`src/rtl/mips_pkg.sv`:
```
`default_nettype none
// ============================================================================
//  Module      : mips_pkg
//  Description : Shared definitions for the instruction-fetch front end:
//                fetch FSM state encoding, default reset PC and NOP word.
//  Revision    : 1.0 - initial release
// ============================================================================
package mips_pkg;

  // First fetch address after reset (MIPS user text segment base)
  localparam logic [31:0] C_RESET_PC = 32'h0040_0000;

  // Instruction value presented while no live instruction is held
  localparam logic [31:0] C_NOP      = 32'h0000_0000;

  typedef enum logic [1:0] {
    ST_IDLE = 2'd0,  // leaving reset, no request yet
    ST_REQ  = 2'd1,  // request presented, waiting for grant
    ST_WAIT = 2'd2,  // request granted, waiting for read data
    ST_FULL = 2'd3   // output and skid both occupied, fetch paused
  } fetch_state_e;

endpackage
`default_nettype wire

```
`src/rtl/fetch_skid_buf.sv`:
```
`default_nettype none
// ============================================================================
//  Module      : fetch_skid_buf
//  Description : Single-entry holding register for one fetched instruction
//                and its PC+4, used when a response lands while the decode
//                stage is stalled and the output slot is still occupied.
//  Ports       : clk, rst_n      - clock, async active-low reset
//                load            - capture instr_in / pc_plus_4_in
//                clear           - drop the held entry (wins over load)
//                instr_in, pc_plus_4_in - entry to capture
//                valid, instr, pc_plus_4 - held entry
//  Revision    : 1.0 - initial release
// ============================================================================
module fetch_skid_buf
  import mips_pkg::*;
#(
  parameter int PC_W = 32
) (
  input  logic            clk,
  input  logic            rst_n,
  input  logic            load,
  input  logic            clear,
  input  logic [31:0]     instr_in,
  input  logic [PC_W-1:0] pc_plus_4_in,
  output logic            valid,
  output logic [31:0]     instr,
  output logic [PC_W-1:0] pc_plus_4
);

  logic            valid_q, valid_d;
  logic [31:0]     instr_q, instr_d;
  logic [PC_W-1:0] pc_plus_4_q, pc_plus_4_d;

  always_comb begin
    valid_d     = valid_q;
    instr_d     = instr_q;
    pc_plus_4_d = pc_plus_4_q;
    if (clear) begin
      valid_d = 1'b0;
    end else if (load) begin
      valid_d     = 1'b1;
      instr_d     = instr_in;
      pc_plus_4_d = pc_plus_4_in;
    end
  end

  always_ff @(posedge clk or negedge rst_n) begin
    if (!rst_n) begin
      valid_q     <= 1'b0;
      instr_q     <= C_NOP;
      pc_plus_4_q <= '0;
    end else begin
      valid_q     <= valid_d;
      instr_q     <= instr_d;
      pc_plus_4_q <= pc_plus_4_d;
    end
  end

  assign valid     = valid_q;
  assign instr     = instr_q;
  assign pc_plus_4 = pc_plus_4_q;

endmodule
`default_nettype wire

```
`src/rtl/imem_fetch_ctrl.sv`:
```
`default_nettype none
// ============================================================================
//  Module      : imem_fetch_ctrl
//  Description : Instruction-fetch controller. Issues one instruction-memory
//                read at a time, presents the returned word with its PC+4 to
//                the decode register, buffers one extra word while decode is
//                stalled, and handles jr/jump/branch redirects by discarding
//                any in-flight response.
//  Ports       : clk, rst_n            - clock, async active-low reset
//                stall_f               - decode not accepting, hold output
//                branch/jump/jump_reg  - redirects (+ *_addr targets)
//                imem_req/imem_addr    - read request and word address
//                imem_gnt              - request accepted this cycle
//                imem_rvalid/imem_rdata- read response
//                valid_f/instr_f/pc_plus_4_f - fetch output to decode
//                perf_fetched/perf_killed    - performance counters
//  Config      : IMEM_FETCH_PERF_EN - when defined, perf_* are saturating
//                counters; otherwise they are tied to zero.
//  Revision    : 1.0 - initial release
// ============================================================================
module imem_fetch_ctrl
  import mips_pkg::*;
#(
  parameter int              PC_W     = 32,
  parameter logic [PC_W-1:0] RESET_PC = PC_W'(C_RESET_PC)
) (
  input  logic            clk,
  input  logic            rst_n,
  input  logic            stall_f,
  input  logic            branch,
  input  logic [PC_W-1:0] branch_addr,
  input  logic            jump,
  input  logic [PC_W-1:0] jump_addr,
  input  logic            jump_reg,
  input  logic [PC_W-1:0] jump_reg_addr,
  output logic            imem_req,
  output logic [PC_W-1:0] imem_addr,
  input  logic            imem_gnt,
  input  logic            imem_rvalid,
  input  logic [31:0]     imem_rdata,
  output logic            valid_f,
  output logic [31:0]     instr_f,
  output logic [PC_W-1:0] pc_plus_4_f,
  output logic [31:0]     perf_fetched,
  output logic [31:0]     perf_killed
);

  fetch_state_e    state_q, state_d;
  logic [PC_W-1:0] pc_q, pc_d;
  logic [PC_W-1:0] pc_req_q, pc_req_d;
  logic            kill_q, kill_d;
  logic            valid_f_q, valid_f_d;
  logic [31:0]     instr_f_q, instr_f_d;
  logic [PC_W-1:0] pc_plus_4_f_q, pc_plus_4_f_d;

  logic            redirect;
  logic [PC_W-1:0] redirect_pc;
  logic            skid_load, skid_clear, skid_valid;
  logic [31:0]     skid_instr;
  logic [PC_W-1:0] skid_pc_plus_4;
  logic            fetched_inc, killed_inc;

  // jr has highest priority, then j/jal, then branch; target is word-aligned
  always_comb begin
    redirect = jump_reg | jump | branch;
    if (jump_reg)  redirect_pc = jump_reg_addr;
    else if (jump) redirect_pc = jump_addr;
    else           redirect_pc = branch_addr;
    redirect_pc[1:0] = 2'b00;
  end

  always_comb begin
    state_d       = state_q;
    pc_d          = pc_q;
    pc_req_d      = pc_req_q;
    kill_d        = kill_q;
    valid_f_d     = valid_f_q;
    instr_f_d     = instr_f_q;
    pc_plus_4_f_d = pc_plus_4_f_q;
    skid_load     = 1'b0;
    skid_clear    = 1'b0;
    fetched_inc   = 1'b0;
    killed_inc    = 1'b0;

    // Output is consumed whenever decode is not stalled
    if (valid_f_q && !stall_f) valid_f_d = 1'b0;

    case (state_q)
      ST_IDLE: state_d = ST_REQ;
      ST_REQ: begin
        if (imem_gnt) begin
          pc_req_d = pc_q;
          pc_d     = pc_q + PC_W'(4);
          state_d  = ST_WAIT;
        end
      end
      ST_WAIT: begin
        if (imem_rvalid) begin
          if (kill_q) begin
            kill_d     = 1'b0;
            killed_inc = 1'b1;
            state_d    = ST_REQ;
          end else if (!valid_f_q || !stall_f) begin
            valid_f_d     = 1'b1;
            instr_f_d     = imem_rdata;
            pc_plus_4_f_d = pc_req_q + PC_W'(4);
            fetched_inc   = 1'b1;
            state_d       = ST_REQ;
          end else begin
            skid_load = 1'b1;
            state_d   = ST_FULL;
          end
        end
      end
      ST_FULL: begin
        if (!stall_f && skid_valid) begin
          valid_f_d     = 1'b1;
          instr_f_d     = skid_instr;
          pc_plus_4_f_d = skid_pc_plus_4;
          skid_clear    = 1'b1;
          fetched_inc   = 1'b1;
          state_d       = ST_REQ;
        end
      end
      default: state_d = ST_IDLE;
    endcase

    // A redirect flushes everything regardless of stall_f. A request that
    // is granted in the redirect cycle, or one already in flight, still owes
    // a response: mark it killed and wait for it before requesting again.
    if (redirect) begin
      pc_d        = redirect_pc;
      valid_f_d   = 1'b0;
      skid_load   = 1'b0;
      skid_clear  = 1'b1;
      fetched_inc = 1'b0;
      case (state_q)
        ST_REQ: begin
          kill_d  = imem_gnt;
          state_d = imem_gnt ? ST_WAIT : ST_REQ;
        end
        ST_WAIT: begin
          if (imem_rvalid) begin
            kill_d     = 1'b0;
            killed_inc = 1'b1;
            state_d    = ST_REQ;
          end else begin
            kill_d  = 1'b1;
            state_d = ST_WAIT;
          end
        end
        default: state_d = ST_REQ;
      endcase
    end
  end

  always_ff @(posedge clk or negedge rst_n) begin
    if (!rst_n) begin
      state_q       <= ST_IDLE;
      pc_q          <= RESET_PC;
      pc_req_q      <= RESET_PC;
      kill_q        <= 1'b0;
      valid_f_q     <= 1'b0;
      instr_f_q     <= C_NOP;
      pc_plus_4_f_q <= '0;
    end else begin
      state_q       <= state_d;
      pc_q          <= pc_d;
      pc_req_q      <= pc_req_d;
      kill_q        <= kill_d;
      valid_f_q     <= valid_f_d;
      instr_f_q     <= instr_f_d;
      pc_plus_4_f_q <= pc_plus_4_f_d;
    end
  end

  fetch_skid_buf #(
    .PC_W (PC_W)
  ) u_skid (
    .clk          (clk),
    .rst_n        (rst_n),
    .load         (skid_load),
    .clear        (skid_clear),
    .instr_in     (imem_rdata),
    .pc_plus_4_in (pc_req_q + PC_W'(4)),
    .valid        (skid_valid),
    .instr        (skid_instr),
    .pc_plus_4    (skid_pc_plus_4)
  );

  assign imem_req    = (state_q == ST_REQ);
  assign imem_addr   = pc_q;
  assign valid_f     = valid_f_q;
  assign instr_f     = instr_f_q;
  assign pc_plus_4_f = pc_plus_4_f_q;

`ifdef IMEM_FETCH_PERF_EN
  logic [31:0] perf_fetched_q, perf_fetched_d;
  logic [31:0] perf_killed_q, perf_killed_d;

  always_comb begin
    perf_fetched_d = perf_fetched_q;
    perf_killed_d  = perf_killed_q;
    if (fetched_inc && (perf_fetched_q != 32'hFFFF_FFFF))
      perf_fetched_d = perf_fetched_q + 32'd1;
    if (killed_inc && (perf_killed_q != 32'hFFFF_FFFF))
      perf_killed_d = perf_killed_q + 32'd1;
  end

  always_ff @(posedge clk or negedge rst_n) begin
    if (!rst_n) begin
      perf_fetched_q <= '0;
      perf_killed_q  <= '0;
    end else begin
      perf_fetched_q <= perf_fetched_d;
      perf_killed_q  <= perf_killed_d;
    end
  end

  assign perf_fetched = perf_fetched_q;
  assign perf_killed  = perf_killed_q;
`else
  logic unused_perf_inc;
  assign unused_perf_inc = fetched_inc | killed_inc;
  assign perf_fetched    = '0;
  assign perf_killed     = '0;
`endif

endmodule
`default_nettype wire

```
`config.mk`:
```
export PLATFORM = sky130hd
export DESIGN_NAME = imem_fetch_ctrl
export DESIGN_NICKNAME = d
export VERILOG_FILES = /design/src/rtl/mips_pkg.sv /design/src/rtl/fetch_skid_buf.sv /design/src/rtl/imem_fetch_ctrl.sv
export SDC_FILE = /design/constraint.sdc
export NUM_CORES = 1
export LEC_CHECK = 0
export CAP_MARGIN = 10
export CORE_MARGIN = 5
export CORE_UTILIZATION = 31
export DETAILED_ROUTE_END_ITERATION = 7
export SYNTH_ARGS = -nofsm -noshare
export SYNTH_HDL_FRONTEND = slang
export SYNTH_SLANG_ARGS = --single-unit
```
`constraint.sdc`:
```
create_clock -name clk -period 2.2 [get_ports clk]
set_input_delay 0.44 -clock clk [delete_from_list [all_inputs] [get_ports clk]]
set_output_delay 0.44 -clock clk [all_outputs]
set_load 0.02 [all_outputs]
```
# After elaboration in Yosys (flattened, before gate mapping)
# Cells that the tools add are included.
[word_totals] ff_bits=197 latch_bits=0 mem_bits_rw=0 rom_bits=0 memories=0
[op_classes] n_addsub=2 multipliers=0 div=0 magnitude_cmp=0 n_eq_ne=10 n_shift=0 n_mux=47 n_bitwise=3 n_reduce_logical=15
[ops] op="two-way mux 32 bit" n=13
[ops] op="case mux 32 bit (2 select lines)" n=2
[ops] op="adder 32 x 3 -> 32 bit, second input constant" n=2
[ops] op="two-way mux 1 bit" n=20
[ops] op="two-way mux 2 bit" n=8
[ops] op="inequality test 2 bit, second input constant" n=4
[ops] op="case mux 2 bit (4 select lines)" n=1
[ops] op="nonzero test 2 bit" n=4
[ops] op="inequality test 3 bit, second input constant" n=2
[ops] op="AND reduction 2 bit" n=3
[ops] op="AND reduction 5 bit" n=1
[ops] op="== test 2 bit, second input constant" n=2
[ops] op="case mux 1 bit (2 select lines)" n=2
[ops] op="case mux 2 bit (2 select lines)" n=1
[ops] op="inequality test 3 x 1 -> 1 bit, second input constant" n=1
[ops] op="AND reduction 3 bit" n=1
[ops] op="== test 2 x 1 -> 1 bit, second input constant" n=1
[ops] op="logical AND 1 bit" n=2
[ops] op="logical NOT 1 bit" n=2
[ops] op="logical NOT 2 bit" n=1
[ops] op="bitwise OR 1 bit" n=2
[ops] op="logical OR 1 bit" n=1
[ops] op="NOT 1 bit" n=1

# Depth between registers and ports, before layout
[depth] depth_word=9 mapped_depth=9 depth_no_buf=7

# Modules after synthesis
# From an unflattened synthesis, not the netlist that was laid out.
[hier_totals] cells_unflattened=1038 area_unflattened_um2=10500.1
[modules_own_cells] module="imem_fetch_ctrl" n_inst=1 cells_per_inst=899 area_each_um2=7766.2 seq_area_each_um2=3205.6
[modules_own_cells] module="fetch_skid_buf" n_inst=1 cells_per_inst=139 area_each_um2=2733.9 seq_area_each_um2=1626.6

# Worst setup path before layout
# OpenSTA, ideal clock, no wires.
[synth_timing] kind="register -> register" from="reg state_q[1]" to="reg pc_q[28] (netlist: imem_addr[28])" setup_time_ns=0.136 t_arrival_ns=1.973 required_time_ns=2.064 path_slack_ns=0.091 path_stages_with_launch=8 n_path_buf=0 path_cell_list="dfrtp_1 > inv_1 > ha_1 > nand2_1 > nor3_1 > nand2_1 > o31ai_1 > a22oi_1"
[synth_between] elab_chain_len=3
[synth_rtl] item="from (decl)" line="imem_fetch_ctrl.sv:48" text="fetch_state_e state_q, state_d;"
[synth_rtl] item="from (signal assigned)" line="imem_fetch_ctrl.sv:167" text="state_q <= state_d;"
[synth_rtl] item="== test 2 x 1 -> 1 bit"
[synth_rtl] item="net imem_req" line="imem_fetch_ctrl.sv:36" text="output logic imem_req,"
[synth_rtl] item="nonzero test 2 bit (no source line)"
[synth_rtl] item="AND reduction 2 bit (no source line)"
[synth_rtl] item="to (signal assigned)" line="imem_fetch_ctrl.sv:168" text="pc_q <= pc_d;"
[synth_rtl] item="to (decl)" line="imem_fetch_ctrl.sv:49" text="logic [PC_W-1:0] pc_q, pc_d;"
# The timed path passes the listed nets, and every way through them passes these cells.
# A chain may end at the register's enable or synchronous reset.

# Worst setup path after layout
[layout_timing] from="reg pc_q[22] (netlist: imem_addr[22])" to="out imem_addr[22]"
[layout_lines] item="to (decl)" line="imem_fetch_ctrl.sv:37" text="output logic [PC_W-1:0] imem_addr,"
# No word-level cell between the ends.

==> run metrics <==
Gate power share=0.396; die outline height=between 150 and 200 µm; sw power=a little over 5 mW; CP delay by family, top=buffers and inverters; Worst Path Buf+Inv=1; sw frac=0.3761; Avg WL per Cell=around 16 µm; post-route cell area=between 0.01 and 0.015 mm²; # clock sinks=189; pwr/cell area=998.3 mW/mm²; GPL Wtd Cong=roughly 0.86; Clock Tree Buf Depth=2; internal power=around 8.4 mW; r2r worst-path depth=5; Die X=roughly 190 µm; Skew-Pair Late Insertion Delay=about 0.43 ns; EDFF count, synth=0; number of remaining DRC errors=0; Clock Tree Root=clkbuf_16; Tightest Pin Transition=0.6203 ns; die footprint=approximately 0.036 mm²; DR iter-0 viols=~520; Mapped Avg Cell Area=a little under 9 µm²; Synth Flop Type=dfrtp_1; Leak=between 5 and 6 nW; Core Rows=65; ANT nets after route=0; clk_skew=roughly 0.013 ns; post-synthesis cell area=roughly 0.0099 mm²; Clk network pwr share=0.228; commonest non-fill, non-tap cell in the layout=nand2_1; vias in the first global route=slightly below 9k; Crit Path Category=register to primary output; first-pass GRT wire length=46.51 mm; post-layout util=0.4273; fraction of registers with async set/reset=1.000; Final setup violation count=0; Seq pwr share=0.376; largest net degree at the start of global routing=57; Area Overhead vs Synth=36.07%; warnings from Yosys=0; H-Tree Depth=4; CP Data Required Time=roughly 1.8 ns; input/output buffers=~220; Max Fclk=471.0 MHz; Hold Fails Final Rpt=0; Worst path slowest cell=clkdlybuf4s50_1; unrepaired setup endpoints after global routing=no; Ports=~300; FILL cells=between 3k and 4k; Seq/Total Area, Yosys=0.4775; clk slew on worst S/H paths=~0.070 ns; total track usage=0.1612; reg2reg start=pc_req_q[8]$_DFFE_PN0P_; starting density of the core=0.3140; Syn Inst Count=about 1.1k; HP Class=register to register; Synth cell types=62; ratio of cells with drive above 1 in the final layout=0.09719; status=finished, final reports clean; Final HPWL DP=about 22 mm; Setup crit start=imem_addr[22]$_DFFE_PN1P_; Max IR drop VDD=about 560 µV; crit-path max cell delay=0.65 ns; MaxCap Viol Count=0; Final Power=13.46 mW; vias=around 8.6k; Slew Viols, Final=0; Congestion Overflow GR=0; critical path cell sequence=clkdlybuf4s50_1; Sum Neg Setup Slack=0 ns; Max-slew headroom=0.5864; Crit path depth=1; reg2reg setup slack=about 0.16 ns; nets@finish=between 1.5k and 2k; WP data arrival=approximately 1.7 ns; clock buffer count from CTS=17; Worst Setup EP=imem_addr[22]; Tmin final=2.123 ns; Post-Route WL=29.10 mm; CP Launch Type=register; antenna cell count=0; final period utilization=0.9650; Worst setup EP type=primary output; post-placement cell area=~0.013 mm²; maximum net fanout on the critical path=5; hold path start=u_skid.pc_plus_4[5]$_DFFE_PN0P_; initial antenna violation count=0; TritonCTS clock tree=done; flop and latch count out of synthesis=189; iteration count of the initial detailed-routing pass=5; vias per cell=4.807; most frequent cells in the layout=nand2_1 (294), clkdlybuf4s50_1 (221), dfrtp_1 (187); R2R Path End=pc_plus_4_f[19]$_DFFE_PN0P_; core box area=0.03156 mm²
## power groups by stage
stage	logic (mW)	registers [mW]	clock network (mW)
global placement	5.33	5.09	0
finish	5.33	5.06	3.07
floorplan	2.27	5.70	0
CTS	5.40	5.07	3.15
global route	5.82	5.20	3.28
detailed placement	5.39	5.14	0
## metal layers
metal  vias up  track usage  wire [µm]
met5         -            0          0
met4         0      0.03335        422
met3        31      0.05076       2338
met2       339       0.2590      13190
met1      4013       0.2156      13140
li1       4227            -          -
## synthesized netlist by cell type (13+ instances only)
| cell | count | area [µm²] |
|---|---|---|
| nand2_1 | 294 | 1104 |
| dfrtp_1 | 187 | 4679 |
| o21ai_0 | 99 | 495.5 |
| buf_4 | 68 | 510.5 |
| mux2i_1 | 47 | 470.5 |
| nor3_1 | 45 | 225.2 |
| clkbuf_1 | 37 | 138.9 |
| nor2_1 | 34 | 127.6 |
| a211oi_1 | 30 | 225.2 |
| xor2_1 | 27 | 236.5 |
| a21oi_1 | 26 | 130.1 |
| nand3_1 | 25 | 125.1 |
| buf_2 | 19 | 95.09 |
| nand4_1 | 19 | 118.9 |
| a22oi_1 | 13 | 97.59 |
## through the flow
stage | hold slack, ns | std cells | setup WS (ns)
4_1_cts | 0.4788 | 1791 | 0.04511
6_report | 0.4745 | 1791 | 0.07694
3_5_place_dp | 0.4568 | 1759 | -0.2722
5_1_grt | 0.4940 | 1791 | 0.006357
3_3_place_gp | 0.4563 | 1759 | -0.2289
2_1_floorplan | 0.1444 | 1180 | 0.09115
## sequential cells by signal, indices dropped and copies added, names as in the netlist
signal / flops
pc_req_q: 30
u_skid.instr: 32
u_skid.valid: 1
state_q: 2
pc_plus_4_f: 30
instr_f: 32
u_skid.pc_plus_4: 30
kill_q: 1
valid_f: 1
imem_addr: 30
## cells by family (layout without fill, tap and decap cells)
| logic type | count (synthesis) | count (layout) | synth area share |
|---|---|---|---|
| adders and majority gates | 5 | 5 | 0.006313 |
| muxes | 48 | 48 | 0.04861 |
| AOI/OAI and AO/OA | 223 | 223 | 0.1409 |
| and+or+nand+nor | 466 | 466 | 0.2093 |
| DFF | 189 | 189 | 0.4775 |
| xor gates and xnor gates | 38 | 38 | 0.03359 |
| other | 1 | 68 | 0.0003784 |
| buffers and inverters | 143 | 352 | 0.08333 |
## area by class of cell
| cell class | instances | area [µm²] | area share |
|---|---|---|---|
| multi-input combinational | 848 | 4631 | 0.3434 |
| clock inverter | 11 | 121.4 | 0.009001 |
| timing repair buffer | 309 | 2995 | 0.2221 |
| sequential | 189 | 4732 | 0.3509 |
| clock buffer | 20 | 456.7 | 0.03387 |
| inverter | 12 | 45.04 | 0.003340 |
| tap | 402 | 503.0 | 0.03730 |
## what timing repair did
action | CTS | global route
hold buffers | 1 | 0
endpoints found under the hold margin | 12 | 0
setup buffers | 0 | 0
gates resized for setup | 1 | 0
setup endpoints to repair | 1 | 0
## worst min-delay path by stage
stage / to / slack [ns] / depth (start not counted)
floorplan: imem_addr[10]$_DFFE_PN0P_ / 0.14 / 0
global placement: instr_f[30]$_DFFE_PN0P_ / 0.46 / 1
detailed placement: instr_f[30]$_DFFE_PN0P_ / 0.46 / 1
CTS: u_skid.pc_plus_4[6]$_DFFE_PN0P_ / 0.48 / 2
global route: u_skid.pc_plus_4[5]$_DFFE_PN0P_ / 0.49 / 2
finish: u_skid.pc_plus_4[5]$_DFFE_PN0P_ / 0.47 / 2
Power figures use the tool's default switching activity.
